===== src/rtl/sec_countdown_pkg.sv =====
// Shared constants and helpers for the mm:ss countdown timer.
// Packing of the 16-bit value is {min_tens, min_ones, sec_tens, sec_ones}.
package sec_countdown_pkg;

   typedef logic [15:0] bcd_t;

   localparam logic [1:0] ST_IDLE  = 2'd0;
   localparam logic [1:0] ST_RUN   = 2'd1;
   localparam logic [1:0] ST_PAUSE = 2'd2;
   localparam logic [1:0] ST_DONE  = 2'd3;

   localparam logic [3:0] BCD_MAX_ONES = 4'd9;
   localparam logic [3:0] BCD_MAX_STEN = 4'd5;

   localparam int MT_LSB = 12;
   localparam int MO_LSB = 8;
   localparam int ST_LSB = 4;
   localparam int SO_LSB = 0;

   function automatic logic [3:0] clamp_digit(input logic [3:0] d, input logic [3:0] lim);
      return (d > lim) ? lim : d;
   endfunction

   function automatic bcd_t clamp_bcd(input bcd_t v);
      return {clamp_digit(v[MT_LSB +: 4], BCD_MAX_ONES),
              clamp_digit(v[MO_LSB +: 4], BCD_MAX_ONES),
              clamp_digit(v[ST_LSB +: 4], BCD_MAX_STEN),
              clamp_digit(v[SO_LSB +: 4], BCD_MAX_ONES)};
   endfunction

endpackage


===== src/rtl/sec_edge_tick.sv =====
// Turns toggles of the synchronous 1 Hz wave into single-cycle ticks.
// The arm flag suppresses a false edge in the first cycle after reset.
module sec_edge_tick #(
   parameter int BOTH_EDGES = 1
) (
   input  logic i_clk,
   input  logic i_rst,
   input  logic i_sec_in,
   output logic o_tick
);

   logic r_sec_q;
   logic r_arm;
   logic w_edge;

   always_ff @(posedge i_clk) begin
      if (i_rst) begin
         r_sec_q <= 1'b0;
         r_arm   <= 1'b0;
      end else begin
         r_sec_q <= i_sec_in;
         r_arm   <= 1'b1;
      end
   end

   assign w_edge = (BOTH_EDGES != 0) ? (i_sec_in ^ r_sec_q) : (i_sec_in & ~r_sec_q);
   assign o_tick = r_arm & w_edge;

endmodule


===== src/rtl/sec_countdown.sv =====
// mm:ss BCD countdown; each sec_in toggle (or rising edge) removes one second.
//  state | meaning
//  IDLE  | loaded value shown, waiting for start
//  RUN   | decrementing on every tick
//  PAUSE | ticks ignored, start resumes
//  DONE  | reached 00:00, holds until load
module sec_countdown
   import sec_countdown_pkg::*;
#(
   parameter int BOTH_EDGES = 1,
   parameter int DIV_FLOOR  = 1
) (
   input  logic        i_clk,
   input  logic        i_rst,
   input  logic        i_sec_in,
   input  logic        i_load,
   input  logic [15:0] i_set_bcd,
   input  logic        i_start,
   input  logic        i_pause,
   output logic [15:0] o_digits,
   output logic        o_running,
   output logic        o_expired,
   output logic        o_done_pulse
);

   logic [1:0] r_state;
   bcd_t       r_digits;
   logic       r_done_pulse;

   logic [1:0] w_state_nxt;
   bcd_t       w_digits_nxt;
   bcd_t       w_dec;
   logic       w_enter_done;
   logic       w_tick;

   // DIV_FLOOR only exists so benches can share a parameter list; no hardware.
   if (DIV_FLOOR != 1) begin : g_div_floor_unused
   end

   sec_edge_tick #(
      .BOTH_EDGES(BOTH_EDGES)
   ) u_edge_tick (
      .i_clk   (i_clk),
      .i_rst   (i_rst),
      .i_sec_in(i_sec_in),
      .o_tick  (w_tick)
   );

   function automatic bcd_t bcd_dec(input bcd_t v);
      logic [3:0] mt, mo, st, so;
      {mt, mo, st, so} = v;
      if (so != 4'd0) begin
         so = so - 4'd1;
      end else begin
         so = BCD_MAX_ONES;
         if (st != 4'd0) begin
            st = st - 4'd1;
         end else begin
            st = BCD_MAX_STEN;
            if (mo != 4'd0) begin
               mo = mo - 4'd1;
            end else begin
               mo = BCD_MAX_ONES;
               mt = mt - 4'd1;
            end
         end
      end
      return {mt, mo, st, so};
   endfunction

   assign w_dec = bcd_dec(r_digits);

   always_comb begin
      w_state_nxt  = r_state;
      w_digits_nxt = r_digits;
      w_enter_done = 1'b0;
      if (i_load) begin
         w_state_nxt  = ST_IDLE;
         w_digits_nxt = clamp_bcd(i_set_bcd);
      end else begin
         case (r_state)
            ST_IDLE: begin
               if (i_start) begin
                  if (r_digits == 16'h0000) begin
                     w_state_nxt  = ST_DONE;
                     w_enter_done = 1'b1;
                  end else begin
                     w_state_nxt = ST_RUN;
                  end
               end
            end
            ST_RUN: begin
               // pause outranks a coincident tick: the second is not consumed
               if (i_pause) begin
                  w_state_nxt = ST_PAUSE;
               end else if (w_tick) begin
                  w_digits_nxt = w_dec;
                  if (w_dec == 16'h0000) begin
                     w_state_nxt  = ST_DONE;
                     w_enter_done = 1'b1;
                  end
               end
            end
            ST_PAUSE: begin
               if (i_start) w_state_nxt = ST_RUN;
            end
            default: begin
            end
         endcase
      end
   end

   always_ff @(posedge i_clk) begin
      if (i_rst) begin
         r_state      <= ST_IDLE;
         r_digits     <= 16'h0000;
         r_done_pulse <= 1'b0;
      end else begin
         r_state      <= w_state_nxt;
         r_digits     <= w_digits_nxt;
         r_done_pulse <= w_enter_done;
      end
   end

   assign o_digits     = r_digits;
   assign o_running    = (r_state == ST_RUN);
   assign o_expired    = (r_state == ST_DONE);
   assign o_done_pulse = r_done_pulse;

endmodule

===== config.mk =====
export PLATFORM = sky130hd
export DESIGN_NAME = sec_countdown
export DESIGN_NICKNAME = d
export VERILOG_FILES = /design/src/rtl/sec_countdown_pkg.sv /design/src/rtl/sec_edge_tick.sv /design/src/rtl/sec_countdown.sv
export SDC_FILE = /design/constraint.sdc
export NUM_CORES = 1
export LEC_CHECK = 0
export BUFFER_PORTS_ARGS = -buffer_cell sky130_fd_sc_hd__buf_2
export CAP_MARGIN = 20
export CELL_PAD_IN_SITES_DETAIL_PLACEMENT = 1
export CELL_PAD_IN_SITES_GLOBAL_PLACEMENT = 1
export CORE_ASPECT_RATIO = 2
export CORE_MARGIN = 1
export CORE_UTILIZATION = 30
export DETAILED_ROUTE_END_ITERATION = 12
export HOLD_SLACK_MARGIN = 0.02
export PLACE_DENSITY_LB_ADDON = 0.1
export SLEW_MARGIN = 0
export SYNTH_ARGS = -nofsm -noshare
export SYNTH_HDL_FRONTEND = slang
export SYNTH_SLANG_ARGS = --single-unit

===== constraint.sdc =====
create_clock -name i_clk -period 1.7 [get_ports i_clk]
set_input_delay 0.34 -clock i_clk [delete_from_list [all_inputs] [get_ports i_clk]]
set_output_delay 0.34 -clock i_clk [all_outputs]
set_load 0.02 [all_outputs]

==> qor.txt, run 1 <==
crit path cell chain = ha_4, nor4b_4, buf_4, nand3_4, nor4_4, mux2i_1, o21ai_1
clock sink count = 21
Worst-path clk slew = 90 ps
first-pass GRT wire length = 6.70 mm
initial antenna violation count = 0
Core Rows = 34
GRT Overall Usage = 0.189
area of the die = 0.00473 sq mm
FF-to-FF path depth = 7
CTS tree = done
P_leak = 0.817 nW
f_max = 581 MHz
min-delay src = i_set_bcd[9]
Initial DRC Count = 12
Die Y = 96.3 um
Placed Area = 0.00174 sq mm
gpl congestion = 0.776
post-synthesis cell type count = 45
Worst Max-Slew Pin Slew = 347 ps
status = finished, violations left
ys flop type = dfxtp_1
Clock Skew = 1.59 ps
number of synthesized flops with an enable pin = 0
post-detailed-route count of antenna-violating nets = 0
Max Slew Vio Count = 0
Cells on Worst Hold Path = 3
failing checks = negative setup slack
RSZ-0062 raised after global routing = yes
cell internal power dissipation = 0.000833 W
Ys Warns = 0
CP endpoint kind = flip-flop
Mapped Nets = 183
sequential area share after synthesis = 0.315
most common cell after layout, fill and taps aside = buf_2
diode count = 0
Core Region = 0.00430 sq mm
CP Buf/Inv Count = 1
io pins = 41
most frequent cells in the layout = buf_2 (40), buf_4 (23), nor2_1 (20)
Relative slew margins = 0.768
crit path kind = flip-flop to flip-flop
crit path from = r_state[0]$_SDFFE_PP0P_
largest net degree at the start of global routing = 13
Arr. time, crit path = 1890 ps
DR vias = 1,374
Synth Register Bits = 21
Net Sw Frac = 0.336
worst r2r src = r_state[0]$_SDFFE_PP0P_
PnR worst setup slack = -21.2 ps
TritonRoute pass-1 iters = 4
vias in the first global route = 1,487
hold crit path type = input port to flip-flop
post-DR vias/cell = 5.03
Crit-path slowest cell = dfxtp_4
DRC errors left = 0
H-Tree Depth = 1
Util after Layout = 0.455
power density cells = 642 mW/mm^2
post-route setup TNS = -31.5 ps
peak supply drop = 0.000424 V
Clock Latency Late Sink = 270 ps
Max Cap Violations = 0
share of cells above drive strength 1 = 0.438
hpwl dp = 3.44 mm
Slowest Stage Delay on Critical Path = 390 ps
Top delay family on crit path = simple AND/OR/NAND/NOR gates
fin crit period = 1720 ps
Syn Std Cell Area = 0.00133 sq mm
final hold vios = 0
ys async rst share = 0
Num CTS Buffers = 3
Clk pwr share = 0.279
total grt overflow = 0
Die W = 49.2 um
fin nets = 249
synthesized netlist cell count = 154
port bufs = 40
Setup violations, final = 2
CP Max Fanout = 4
CP Launch Type = flip-flop
hold_buf cts = 0
Total Wirelength = 4.47 mm
clk buf depth = 2
Finished Cell Area = 0.00195 sq mm
Mean Syn Cell Area = 8.66 sq um
initial core utilization = 0.310
P&R area growth vs syn = 46.5%
Avg WL per Cell = 16.4 um
Clock Tree Root = clkbuf_8
sequential share of power = 0.439
Sw Pwr = 0.000421 W
Gate power share = 0.281
Crit. path cell count = 7
final worst path period share = 1.01
Data required, critical path = 1870 ps
==> logic make-up (layout without fill, tap and decap cells) <==
logic type                 count (synthesis)  after routing  share of synthesized area
and+or+nand+nor                           65             65                      0.296
AOI/OAI and AO/OA                         32             32                      0.172
DFF                                       21             21                      0.315
buffers and inverters                     15             80                     0.0497
xor gates and xnor gates                   9              9                     0.0647
adders and majority gates                  7              7                     0.0657
muxes                                      5              5                     0.0375
==> stage by stage <==
stage	setup WS [ps]	hold WS, ps	instances	total power, W
after detailed placement	-97.2	542	264	0.000881
final	-21.2	305	273	0.00125
after floorplan	2.57	412	154	0.000744
after global routing	-89.1	314	273	0.00132
after global placement	28.6	524	264	0.000873
after CTS	-22.6	305	269	0.00123
==> cell type report <==
type / instances / area (sq um)
Timing Repair Buffer: 66 / 407
Fill cell: 537 / 2340
Inverter: 10 / 37.5
Clock inverter: 1 / 5.00
Multi-Input combinational cell: 118 / 970
Sequential cell: 21 / 427
Tap cell: 54 / 67.6
Clock buffer: 3 / 41.3
==> tightest hold or removal path, cell delays in order <==
cell	delay (ps)
buf_2	100
nand2_1	50
o21ai_1	60
==> Yosys cell counts (2+ instances only) <==
cell type | instances | area [sq um]
a221oi_1 | 2 | 17.5
nand3_1 | 2 | 10.0
nor4_1 | 2 | 12.5
clkbuf_1 | 2 | 7.51
ha_1 | 7 | 87.6
nor3_1 | 8 | 40.0
nand4b_1 | 3 | 26.3
nor2b_1 | 3 | 18.8
a211oi_1 | 4 | 30.0
a21oi_1 | 4 | 20.0
inv_1 | 10 | 37.5
nand2_1 | 11 | 41.3
nand2b_1 | 2 | 12.5
o21ai_1 | 5 | 25.0
dfxtp_1 | 21 | 420
nor2_1 | 21 | 78.8
nor3_2 | 2 | 20.0
xnor2_1 | 7 | 61.3
mux2i_1 | 5 | 50.1
o21ai_0 | 6 | 30.0
buf_2 | 2 | 10.0
nand4_1 | 2 | 12.5
==> per-layer routing <==
layer  vias to the layer above  track usage  share of wire
met4                         0       0.0907          0.020
li1                        676            -              -
met1                       663        0.175           0.36
met2                        27        0.396           0.61
met3                         8       0.0158          0.017
met5                         -            0              0
==> power groups by stage <==
stage                     combinational [W]  sequential (W)  clock [W]
after CTS                          0.000325        0.000550   0.000357
after detailed placement           0.000319        0.000562          0
after global placement             0.000314        0.000560          0
final                              0.000353        0.000551   0.000350
after global routing               0.000385        0.000555   0.000376
after floorplan                    0.000154        0.000590          0
==> timing repair <==
action                                  CTS  global route
endpoints found under the setup margin    8            14
pin swaps                                 2            10
setup buffers                             1             4
gates resized for setup                   3            23
==> path summary, 6_finish.rpt <==
kind                         endpoint  slack (ps)
max reg2reg  o_digits[5]$_SDFFE_PP0P_         -20
min          o_digits[9]$_SDFFE_PP0P_         300
min reg2reg  o_digits[4]$_SDFFE_PP0P_         580
max          o_digits[5]$_SDFFE_PP0P_         -20
==> state kept, by name, indices dropped and copies added (netlist names) <==
| signal | cells |
|---|---|
| r_state | 2 |
| u_edge_tick.r_sec_q | 1 |
| u_edge_tick.r_arm | 1 |
| o_done_pulse | 1 |
| o_digits | 16 |
No activity file was read; power rests on OpenSTA's default activity.
==> run 2: changes to the inputs <==
CORE_UTILIZATION = 33   (was 30)
PLACE_DENSITY = 0.74   (was unset)
PLACE_DENSITY_LB_ADDON = unset   (was 0.1)
==> run 2 against run 1 <==
Against the previous run: core utilization increased by 3.0 points; the flow now finishes without violations; power is 1.4% lower; sequential cell count is the same; cell count down 2.9%; clock power down 1%; critical path depth unchanged; clock-buffer cell count unchanged; final area is 4.7% lower; worst hold slack worse by 16 ps; via count is 0.66% higher; sequential power hardly changed.
==> qor.txt, run 2 (synthesis results as in run 1) <==
Die W = 47.0 um
port bufs = 40
fillers = 493
fin nets = 244
Worst-path clk slew = 80 ps
Num CTS Buffers = 3
P&R area growth vs syn = 39.7%
Setup violations, final = 0
final worst path period share = 0.993
post-DR vias/cell = 5.22
GRT Overall Usage = 0.206
Relative slew margins = 0.730
diode count = 0
status = finished clean
area of the die = 0.00432 sq mm
Largest register FFs = 16
Core Region = 0.00384 sq mm
Arr. time, crit path = 1880 ps
post-place setup slack = -73.7 ps
cell internal power dissipation = 0.000829 W
CP Max Fanout = 8
hold crit path type = input port to flip-flop
Core Rows = 32
first-pass GRT wire length = 6.69 mm
final hold vios = 0
Sw Pwr = 0.000408 W
Clock Latency Late Sink = 270 ps
DR vias = 1,383
P_leak = 0.784 nW
vias in the first global route = 1,504
clk buf depth = 2
sequential share of power = 0.445
CP endpoint kind = flip-flop
Gate power share = 0.276
fin crit period = 1690 ps
hold_buf cts = 0
Slowest Stage Delay on Critical Path = 330 ps
most common cell after layout, fill and taps aside = buf_2
Total Wirelength = 4.20 mm
CTS tree = done
Clock Skew = 2.47 ps
Avg WL per Cell = 15.9 um
crit path cell chain = inv_2, ha_4, nor4b_4, nand3_4, nor3b_4, xnor2_1, a211oi_1
Net Sw Frac = 0.330
Clk pwr share = 0.279
io pins = 41
initial antenna violation count = 0
share of cells above drive strength 1 = 0.435
peak supply drop = 0.000491 V
H-Tree Depth = 1
Die Y = 91.9 um
Data required, critical path = 1890 ps
Tot Pwr = 0.00124 W
post-detailed-route count of antenna-violating nets = 0
f_max = 592 MHz
power density cells = 664 mW/mm^2
TritonRoute pass-1 iters = 4
total grt overflow = 0
Worst Max-Slew Pin Slew = 404 ps
PnR worst setup slack = 11.7 ps
gpl congestion = 0.783
hpwl dp = 3.36 mm
Finished Cell Area = 0.00186 sq mm
initial core utilization = 0.347
Placed Area = 0.00172 sq mm
Initial DRC Count = 14
DRC errors left = 0
Max Cap Violations = 0
CP Launch Type = flip-flop
Crit-path slowest cell = dfxtp_2
Clock Tree Root = clkbuf_8
largest net degree at the start of global routing = 13
most frequent cells in the layout = buf_2 (40), buf_4 (21), nor2_1 (19)
WHS = 289 ps
RSZ-0062 raised after global routing = yes
crit path kind = flip-flop to flip-flop
Max Slew Vio Count = 0
clock sink count = 21
[run 2: per-layer routing]
metal / part of all wire / vias up / wire length [um] / GRT usage
li1: - / 671 / - / -
met1: 0.36 / 672 / 1520 / 0.205
met2: 0.60 / 34 / 2530 / 0.399
met3: 0.024 / 6 / 102 / 0.0236
met4: 0.013 / 0 / 54 / 0.0643
met5: 0 / - / 0 / 0
[run 2: worst max-delay path: cells and delay by family, from the launching register on]
kind / cells / cell delay [ps]
XOR/XNOR: 1 / 100
adder cells (fa/ha/maj): 1 / 130
flip-flops: 1 / 330
AND/OR/NAND/NOR: 3 / 750
AO/OA/AOI/OAI: 1 / 220
buffers and inverters: 1 / 80
[run 2: stage by stage]
stage / setup TNS, ps / utilization / std cells
floorplan: 0 / - / 154
detailed placement: -221 / 0.447 / 258
CTS: -16.9 / 0.465 / 262
finish: 0 / 0.485 / 265
global placement: 0 / 0.447 / 258
global route: -369 / 0.485 / 265
[run 2: layout make-up]
| class | count | area (sq um) | share of cell area |
|---|---|---|---|
| tap | 51 | 63.8 | 0.0343 |
| timing repair buffer | 61 | 358 | 0.192 |
| clock buffer | 3 | 41.3 | 0.0222 |
| clock inverter | 1 | 5.00 | 0.00269 |
| multi-input combinational | 118 | 931 | 0.500 |
| inverter | 10 | 37.5 | 0.0201 |
| sequential | 21 | 427 | 0.229 |
[run 2: path summary, 6_finish.rpt]
check | cells after the start | slack, ps | to | startpoint
setup / recovery | 7 | 10 | o_digits[15]$_SDFFE_PP0P_ | r_state[1]$_SDFFE_PP0P_
hold / removal | 3 | 290 | o_digits[10]$_SDFFE_PP0P_ | i_set_bcd[10]
setup reg to reg | 7 | 10 | o_digits[15]$_SDFFE_PP0P_ | r_state[1]$_SDFFE_PP0P_
hold reg to reg | 2 | 570 | o_digits[4]$_SDFFE_PP0P_ | o_digits[4]$_SDFFE_PP0P_
[run 2: power groups by stage]
stage	clock, W	combinational (W)	sequential, W
after global routing	0.000366	0.000372	0.000554
after floorplan	0	0.000154	0.000590
after global placement	0	0.000300	0.000559
after CTS	0.000350	0.000319	0.000550
final	0.000345	0.000342	0.000550
after detailed placement	0	0.000312	0.000561
[run 2: repair_timing]
action                     in CTS  in global routing
pin swaps                       2                  7
setup buffers                   0                  3
setup endpoints to repair       8                 11
gates resized for setup         6                 13
==> run 3: changes to the inputs <==
CORE_UTILIZATION = 35   (was 33)
CTS_BUF_LIST = sky130_fd_sc_hd__clkbuf_8   (was unset)
PLACE_DENSITY = 0.78   (was 0.74)
==> run 3 against run 2 <==
Against the previous run: clock-buffer cell count is the same; sequential share of layout area grew 0.62 points; die area shrank 5.5%; via count shrank 0.65%; sequential cell count is the same; clock skew is essentially flat; core utilization grew 0.84 points; global-route usage grew 0.68 points.
==> qor.txt, run 3 (synthesis results as in run 1) <==
hpwl dp = 3.34 mm
most frequent cells in the layout = buf_2 (40), nor2_1 (20), dfxtp_1 (19)
post-detailed-route count of antenna-violating nets = 0
Die Y = 89.3 um
sequential share of power = 0.459
Total Wirelength = 4.04 mm
CP Buf/Inv Count = 1
f_max = 598 MHz
Max Cap Violations = 0
met2 wire len = 2.36 mm
CTS tree = done
share of cells above drive strength 1 = 0.389
Crit. path cell count = 7
total grt overflow = 0
Core Region = 0.00365 sq mm
P_leak = 0.756 nW
most common cell after layout, fill and taps aside = buf_2
power density cells = 667 mW/mm^2
hold_buf cts = 0
vias in the first global route = 1,406
H-Tree Depth = 1
P&R area growth vs syn = 34.8%
clock sink count = 21
Die W = 45.7 um
status = finished clean
Arr. time, crit path = 1820 ps
Setup violations, final = 0
area of the die = 0.00408 sq mm
wire length on met1 = 1.44 mm
clk buf depth = 2
Clk pwr share = 0.273
Core Rows = 31
peak supply drop = 0.000501 V
Clock Skew = 2.47 ps
Worst-path clk slew = 80 ps
CP Launch Type = flip-flop
Clock Tree Root = clkbuf_8
Relative slew margins = 0.734
initial core utilization = 0.366
FF-to-FF path depth = 7
Tot Pwr = 0.00120 W
Worst Max-Slew Pin Slew = 398 ps
post-DR vias/cell = 5.28
Sw Pwr = 0.000383 W
Crit-path slowest cell = dfxtp_2
Max Slew Vio Count = 0
final worst path period share = 0.983
Clock Latency Late Sink = 260 ps
Data required, critical path = 1850 ps
fin nets = 241
Largest register FFs = 16
Num CTS Buffers = 3
diode count = 0
crit path kind = flip-flop to flip-flop
Gate power share = 0.268
number of placed cells counting well taps = 255
Top delay family on crit path = compound AO/OA/AOI/OAI gates
cell internal power dissipation = 0.000817 W
fin crit period = 1670 ps
RSZ-0062 raised after global routing = yes
final hold vios = 0
gpl congestion = 0.784
largest net degree at the start of global routing = 13
CP Max Fanout = 3
crit path cell chain = inv_1, ha_1, o21bai_1, nand4b_1, o31ai_4, mux2i_1, nor2_1
hold crit path type = input port to flip-flop
io pins = 41
first-pass GRT wire length = 6.38 mm
Initial DRC Count = 12
CP endpoint kind = flip-flop
Avg WL per Cell = 15.5 um
Net Sw Frac = 0.319
Cells on Worst Hold Path = 3
port bufs = 40
highest routed layer = met4
Slowest Stage Delay on Critical Path = 370 ps
DRC errors left = 0
DR vias = 1,374
WL met3 = 92 um
GRT Overall Usage = 0.213
initial antenna violation count = 0
Final Non-Filler Cells = 260
TritonRoute pass-1 iters = 2
## run 3: power groups by stage
stage / sequential (W) / combinational, W / clock (W)
floorplan: 0.000590 / 0.000154 / 0
global placement: 0.000559 / 0.000297 / 0
detailed placement: 0.000562 / 0.000310 / 0
CTS: 0.000551 / 0.000319 / 0.000334
global route: 0.000556 / 0.000351 / 0.000350
finish: 0.000551 / 0.000321 / 0.000328
## run 3: area by class of cell
class,count,area (sq um)
well taps,49,61.3
fillers,484,1850
flip-flops and latches,21,423
multi-input cells,118,895
clock buffers,3,41.3
repair buffers,58,335
inverters,10,37.5
clock inverters,1,5.00
## run 3: final timing paths
| kind | slack (ps) | to | from |
|---|---|---|---|
| min | 300 | o_digits[9]$_SDFFE_PP0P_ | i_set_bcd[9] |
| min reg2reg | 560 | o_digits[4]$_SDFFE_PP0P_ | o_digits[4]$_SDFFE_PP0P_ |
| max reg2reg | 30 | r_state[1]$_SDFFE_PP0P_ | r_state[0]$_SDFFE_PP0P_ |
| max | 30 | r_state[1]$_SDFFE_PP0P_ | r_state[0]$_SDFFE_PP0P_ |
## run 3: tightest hold or removal path, stage by stage
cell	delay, ps
buf_2	80
nand2_1	40
o21ai_1	60
## run 3: what timing repair did
action                     CTS  global route
setup endpoints to repair    3            12
pin swaps                    0             6
cloned                       0             0
buffers inserted             0             1
resized for setup            5             4
## run 3: layer usage
| metal | global-route usage | up-vias |
|---|---|---|
| met4 | 0.0937 | 0 |
| met1 | 0.217 | 668 |
| met2 | 0.414 | 34 |
| met5 | 0 | - |
| li1 | - | 660 |
| met3 | 0.0101 | 12 |
## run 3: metrics by stage
step | hold WS (ps) | util | cell area [sq um] | worst slack [ps] | TNS, ps
5_1_grt | 322 | 0.493 | 1800 | -44.5 | -386
6_report | 299 | 0.493 | 1800 | 28.8 | 0
3_3_place_gp | 517 | 0.468 | 1710 | 29.3 | 0
2_1_floorplan | 412 | - | 1350 | 2.57 | 0
4_1_cts | 301 | 0.489 | 1780 | -0.836 | -0.836
3_5_place_dp | 527 | 0.468 | 1710 | -54.9 | -58.7
